## src/rtl/sprite_renderer.sv

```systemverilog
// Per-scanline sprite engine: during hblank it checks whether the sprite
// covers the next line and fetches that bitmap row from a synchronous ROM.
// On the following line it shifts the row out one pixel per clock, starting
// one pixel after hpos reaches the latched sprite X position.
module sprite_renderer #(
    parameter int SPRITE_W  = 8,
    parameter int SPRITE_H  = 16,
    parameter int H_DISPLAY = 256,
    parameter int V_TOTAL   = 262,
    parameter int ROW_BITS  = $clog2(SPRITE_H)
) (
    input  logic                clk,
    input  logic                reset,
    input  logic [8:0]          hpos,
    input  logic [8:0]          vpos,
    input  logic                display_on,
    input  logic [8:0]          sprite_x,
    input  logic [8:0]          sprite_y,
    output logic [ROW_BITS-1:0] rom_addr,
    input  logic [SPRITE_W-1:0] rom_data,
    output logic                gfx,
    output logic                in_progress
);

    localparam int CNT_BITS = $clog2(SPRITE_W);
    localparam logic [CNT_BITS-1:0] CNT_LAST = CNT_BITS'(SPRITE_W - 1);
    localparam logic [8:0] HBLANK_START = 9'(H_DISPLAY);
    localparam logic [8:0] LAST_LINE    = 9'(V_TOTAL - 1);
    localparam logic [8:0] HEIGHT       = 9'(SPRITE_H);

    typedef enum logic [2:0] {
        S_IDLE   = 3'd0,
        S_CHECK  = 3'd1,
        S_FETCH  = 3'd2,
        S_LATCH  = 3'd3,
        S_WAIT_X = 3'd4,
        S_DRAW   = 3'd5
    } state_t;

    state_t                state_q, state_d;
    logic [ROW_BITS-1:0]   rom_addr_q, rom_addr_d;
    logic [SPRITE_W-1:0]   shift_q, shift_d;
    logic [CNT_BITS-1:0]   pix_cnt_q, pix_cnt_d;
    logic [8:0]            x_lat_q, x_lat_d;

    logic [8:0]            next_line_s;
    logic [8:0]            row_s;
    logic                  hblank_edge_s;

    // Line-relative helpers: the row of the sprite that falls on the next line
    // (9-bit wrap lets a sprite starting near line 511 appear at frame top).
    always_comb begin
        next_line_s   = (vpos == LAST_LINE) ? 9'd0 : (vpos + 9'd1);
        row_s         = next_line_s - sprite_y;
        hblank_edge_s = (hpos == HBLANK_START);
    end

    // Next-state and datapath update; hblank start always restarts the
    // sequence, which also aborts a draw clipped at the right edge.
    always_comb begin
        state_d    = state_q;
        rom_addr_d = rom_addr_q;
        shift_d    = shift_q;
        pix_cnt_d  = pix_cnt_q;
        x_lat_d    = x_lat_q;
        case (state_q)
            S_IDLE: begin
                state_d = S_IDLE;
            end
            S_CHECK: begin
                x_lat_d = sprite_x;
                if (row_s < HEIGHT) begin
                    rom_addr_d = row_s[ROW_BITS-1:0];
                    state_d    = S_FETCH;
                end else begin
                    state_d = S_IDLE;
                end
            end
            S_FETCH: begin
                state_d = S_LATCH;
            end
            S_LATCH: begin
                shift_d   = rom_data;
                pix_cnt_d = '0;
                state_d   = S_WAIT_X;
            end
            S_WAIT_X: begin
                if ((hpos == x_lat_q) && (x_lat_q < HBLANK_START)) begin
                    state_d = S_DRAW;
                end else begin
                    state_d = S_WAIT_X;
                end
            end
            S_DRAW: begin
                shift_d   = {shift_q[SPRITE_W-2:0], 1'b0};
                pix_cnt_d = pix_cnt_q + CNT_BITS'(1);
                if (pix_cnt_q == CNT_LAST) begin
                    state_d = S_IDLE;
                end else begin
                    state_d = S_DRAW;
                end
            end
            default: begin
                state_d = S_IDLE;
            end
        endcase
        if (hblank_edge_s) begin
            state_d = S_CHECK;
        end else begin
            state_d = state_d;
        end
    end

    // State and datapath registers with asynchronous reset.
    always_ff @(posedge clk or posedge reset) begin
        if (reset) begin
            state_q    <= S_IDLE;
            rom_addr_q <= '0;
            shift_q    <= '0;
            pix_cnt_q  <= '0;
            x_lat_q    <= 9'd0;
        end else begin
            state_q    <= state_d;
            rom_addr_q <= rom_addr_d;
            shift_q    <= shift_d;
            pix_cnt_q  <= pix_cnt_d;
            x_lat_q    <= x_lat_d;
        end
    end

    // Outputs decoded from registers only, so reset clears them immediately.
    always_comb begin
        rom_addr    = rom_addr_q;
        in_progress = (state_q == S_DRAW);
        gfx         = (state_q == S_DRAW) & shift_q[SPRITE_W-1] & display_on;
    end

endmodule

```

## config.mk

```make
export PLATFORM = sky130hd
export DESIGN_NAME = sprite_renderer
export DESIGN_NICKNAME = d
export VERILOG_FILES = /design/src/rtl/sprite_renderer.sv
export SDC_FILE = /design/constraint.sdc
export NUM_CORES = 1
export LEC_CHECK = 0
export CAP_MARGIN = 25
export CORE_ASPECT_RATIO = 0.5
export CORE_MARGIN = 5
export CORE_UTILIZATION = 53
export DETAILED_ROUTE_END_ITERATION = 12
export GPL_TIMING_DRIVEN = 0
export PLACE_DENSITY_LB_ADDON = 0.2
export SYNTH_ARGS = -nofsm -noshare
export SYNTH_HDL_FRONTEND = slang
export SYNTH_SLANG_ARGS = --single-unit
export TNS_END_PERCENT = 30
```

## constraint.sdc

```tcl
create_clock -name clk -period 5.04 [get_ports clk]
set_clock_uncertainty 0.2 [all_clocks]
set_input_delay 1.512 -clock clk [delete_from_list [all_inputs] [get_ports clk]]
set_output_delay 1.512 -clock clk [all_outputs]
set_load 0.03 [all_outputs]
```

After elaboration in Yosys (flattened, before gate mapping). Cells that the tools add are included.

Register bits after elaboration: 27. Bits of input ports: 47. Output and inout port bits: 6. Word-level logic and storage cells: 32.

Add/subtract/negate cells: 3. $lt $le $gt $ge: 2. Equality and inequality tests: 9. Mux-type cells: 8. Bitwise gates (word level): 2. Reduce and logical (&&, ||, !) cells: 3.

Operator list (count): equality test 9 bit (second input constant) (2); one-hot mux 8 bit (2 select lines) (1); one-hot mux 3 bit (5 select lines) (1); adder 9 x 1 -> 9 bit (second input constant) (1); equality test 3 bit (second input constant) (3); equality test 9 bit (1); < comparator 9 x 5 -> 1 bit (second input constant) (1); < comparator 9 bit (second input constant) (1); two-way mux 9 bit (1); subtractor 9 bit (1); equality test 3 x 2 -> 1 bit (second input constant) (2); two-way mux 3 bit (2); one-hot mux 3 bit (2 select lines) (1); adder 3 x 1 -> 3 bit (second input constant) (1); equality test 3 x 1 -> 1 bit (second input constant) (1); bitwise AND 1 bit (2); two-way mux 2 bit (1); AND reduction 2 bit (1); nonzero test 2 bit (1); logical AND 1 bit (1); two-way mux 1 bit (1).

Logic depth before layout (Yosys ltp).
Depth in word-level cells: 7. Depth in mapped cells: 13. Gate-level depth less buffers: 13.

Worst setup path before layout. Ideal clock, no wire load.

Kind: input-to-reg. From: input port vpos[1]. To: register rom_addr_q[2] (netlist: rom_addr[2]). Setup time: 0.128 ns. Arrival: 4.020 ns. Data required time: 4.712 ns. Setup slack: 0.692 ns. Stages: 13. Path buffers: 0. Cell sequence: inv_1 > ha_1 > and4bb_2 > and2_4 > or2_2 > ha_1 > fa_1 > nand2b_1 > a21oi_1 > o31ai_1 > a211oi_2 > nand4_4 > mux2_1.

Cells in the longest elaborated chain, start to end: 5. Elaborated cells on any way between the ends: 6. Classes of those cells: 2 x add/sub; 1 x order compare; 1 x eq/ne; 1 x mux; 1 x reduce/logical.

RTL lines: start, declared (line 15) `input logic [8:0] vpos,`; adder 9 x 1 -> 9 bit / equality test 9 bit (equally long branches) (line 53) `next_line_s = (vpos == LAST_LINE) ? 9'd0 : (vpos + 9'd1);`; two-way mux 9 bit * (line 53); subtractor 9 bit * (line 54) `row_s = next_line_s - sprite_y;`; < comparator 9 x 5 -> 1 bit (line 72) `if (row_s < HEIGHT) begin`; AND reduction 2 bit (no line); end signal, assigned (line 124) `rom_addr_q <= rom_addr_d;`; end, declared (line 41) `logic [ROW_BITS-1:0] rom_addr_q, rom_addr_d;`.

Mark *: on every way between the ends. The rest lies on a longest branch, timed or not. A chain may end at the register's enable or synchronous reset.

Worst setup path after layout.
From: input port vpos[1]. To: register state_q[1].

Cells in the longest elaborated chain, start to end: 7. Elaborated cells on any way between the ends: 8. Classes of those cells: 2 x add/sub; 1 x order compare; 1 x eq/ne; 4 x mux.

RTL lines: adder 9 x 1 -> 9 bit / equality test 9 bit (equally long branches) (line 53); two-way mux 9 bit * (line 53); subtractor 9 bit * (line 54); < comparator 9 x 5 -> 1 bit * (line 72); two-way mux 2 bit * (line 72); one-hot mux 3 bit (5 select lines) * (line 66) `case (state_q)`; two-way mux 3 bit * (line 107) `if (hblank_edge_s) begin`; net state_d[1] (line 40) `state_t state_q, state_d;`; end signal, assigned (line 123) `state_q <= state_d;`; end, declared (line 40).

The timed path passes the listed nets; every way through them passes the cells marked *.

==> run metrics <==
H-tree depth=1; initial antenna violation count=0; DRC violations left=0; # IOs=53; die area=0.00521 mm^2; Initial Util=0.568; largest net degree at the start of global routing=28; Async SR Flop Fraction=1.00; core area=0.00355 mm^2; cell at the root of the clock tree=clkbuf_8; max_slew headroom=0.679; worst slew pin tran=0.478 ns; I/O Buffers=52; max-slew violations=0; most numerous cell in the Yosys netlist=dfrtp_1; top cell type's share of synthesized area=0.335; DR vias/cell=5.62; Hold Buf Count CTS=0; CP endpoint kind=flip-flop; post-route ant nets=0; #FFs+latches synth=27; wire per inst=15.0 um; most common library cells after synthesis=dfrtp_1 (27), inv_1 (17), a21oi_1 (16), o22ai_1 (16); Hold Fails Final Rpt=0; Layout Nets=335; area of the multi-input gates=0.00123 mm^2; outcome=completed; area delta synth->final=32.7%; post-synth top area cell=dfrtp_1; syn_nets=277; leakage power=1.21 nW; main area contributors after synthesis=dfrtp_1 (34%), ha_1 (7.4%), mux2_2 (5.0%), o22ai_1 (5.0%), xnor2_1 (4.8%); Layout fillers=251; CTS tree=built; dpl hpwl=3800 um; Crit path required time=4.99 ns; die height=53.6 um; Final Cycle Share=0.973; Via Count=1826; critical path fanouts, max=5; highest clock rate=0.204 GHz; CTS sink cnt=27; Mapped Area=0.00202 mm^2; clock tree buffer depth=2; Worst Hold Class=reg2reg; Num CTS Buffers=3; arrival time worst endpoint=4.86 ns; Setup Buffers After CTS=0; Power per Cell Area=228 mW/mm^2; hold slack final=0.295 ns; Detailed Route Iter0 Violations=44; Global Route Usage Sum=0.192; Worst-path clk slew=0.09 ns; cts repair resizes=0; Ys Warns=0; FP Rows=15; CP Class=in2reg; GPL Wtd Cong=0.781; first-pass GRT wire length=8140 um; flip-flop and latch area=676 um^2; Antenna Cells=0; RSZ-0062 raised after global routing=no; Syn Inst Count=217; Horiz. Die Dim=97.2 um; layout cells sized above 1=0.109; sequential area share after synthesis=0.335; Post-synth EDFFs=0; Final Util=0.754; Tmin final=4.91 ns; number of max-cap violations=0; Startpoint Class=input port; GR Overflow Total=0; Final setup viols=0; post-synthesis cell type count=45; Pre-Repair DR Iteration Count=4; vias in the first global route=1849; Synth Area per Inst=9.29 um^2; Clock Latency Late Sink=0.28 ns; DP Area=0.00260 mm^2; Max rail drop VDD=0.120 mV; ys flop type=dfrtp_1; final instance area=0.00267 mm^2; Total Routed Length=4870 um
==> path summary, 6_finish.rpt <==
path	startpoint	to	slack [ns]	cells past startpoint
setup reg to reg	state_q[2]$_DFF_PP0_	state_q[1]$_DFF_PP0_	2.84	7
max in group asynchronous	reset	x_lat_q[1]$_DFFE_PP0N_	3.02	3
setup / recovery	vpos[1]	state_q[1]$_DFF_PP0_	0.13	14
min in group asynchronous	reset	pix_cnt_q[2]$_DFFE_PP0P_	1.23	2
hold reg to reg	rom_addr[2]$_DFFE_PP0P_	rom_addr[2]$_DFFE_PP0P_	0.29	1
hold / removal	rom_addr[2]$_DFFE_PP0P_	rom_addr[2]$_DFFE_PP0P_	0.29	1
==> metrics by stage <==
step                      setup WS, ns  std cells  setup TNS (ns)  power, W
final                            0.134        325               0  0.000611
after global placement         -0.0738        320          -0.146  0.000477
after CTS                        0.136        324               0  0.000610
after global routing          0.000262        325               0  0.000648
after floorplan                  0.692        217               0  0.000412
after detailed placement        -0.165        320          -0.458  0.000487
==> metal layers <==
| metal | up-vias | track usage | wire length [um] |
|---|---|---|---|
| li1 | 908 | - | - |
| met1 | 867 | 0.217 | 2000 |
| met2 | 46 | 0.386 | 2610 |
| met3 | 5 | 0.0388 | 223 |
| met4 | 0 | 0.0483 | 34 |
| met5 | - | 0 | 0 |
==> worst max-delay path: stages <==
cell	delay (ns)
clkdlybuf4s50_1	0.55
inv_1	0.06
ha_1	0.18
and4bb_2	0.23
and2_4	0.16
or2_2	0.27
ha_1	0.21
fa_1	0.42
nand2b_1	0.18
a21oi_1	0.19
xor2_1	0.11
a211oi_2	0.24
nand4_4	0.19
a221oi_1	0.35
==> cells by family after synthesis <==
| kind of cell | count (synthesis) | synth area share |
|---|---|---|
| AO/OA/AOI/OAI | 63 | 0.205 |
| multiplexers | 14 | 0.0764 |
| AND/OR/NAND/NOR | 57 | 0.173 |
| flip-flops | 27 | 0.335 |
| buffers and inverters | 26 | 0.0521 |
| adder cells (fa/ha/maj) | 13 | 0.0844 |
| XOR/XNOR | 17 | 0.0739 |
==> registers in the layout, indices dropped and copies added (netlist names) <==
register   count
pix_cnt_q      3
rom_addr       4
shift_q        8
state_q        3
x_lat_q        9
==> cell type report <==
type,instances,area share
multi-input combinational,164,0.462
sequential,27,0.253
timing repair buffer,53,0.205
inverter,17,0.0239
tap,51,0.0239
clock buffer,3,0.0154
buffer,9,0.0154
clock inverter,1,0.00187
==> cells in the final DEF, fill, tap and decap left out, drive strengths merged, types with 3 or more instances in the layout <==
| cell type | instances |
|---|---|
| clkbuf | 6 |
| xor2 | 6 |
| nor4 | 3 |
| o22ai | 16 |
| buf | 7 |
| clkdlybuf4s50 | 52 |
| ha | 12 |
| o22a | 6 |
| mux2 | 11 |
| a21o | 3 |
| nor2 | 12 |
| o21ai | 11 |
| dfrtp | 27 |
| inv | 17 |
| mux2i | 3 |
| nand2 | 11 |
| nor2b | 3 |
| a21oi | 16 |
| xnor2 | 11 |
| nand4 | 4 |
| and3 | 5 |
| or2 | 3 |
| nand3 | 6 |
==> power breakdown <==
part | internal (W) | switching, W | total, W
combinational | 0.000119 | 0.0000879 | 0.000207
clock | 0.0000555 | 0.0000686 | 0.000124
sequential | 0.000253 | 0.0000265 | 0.000279
Note: power is estimated with default switching activity, not from simulation.
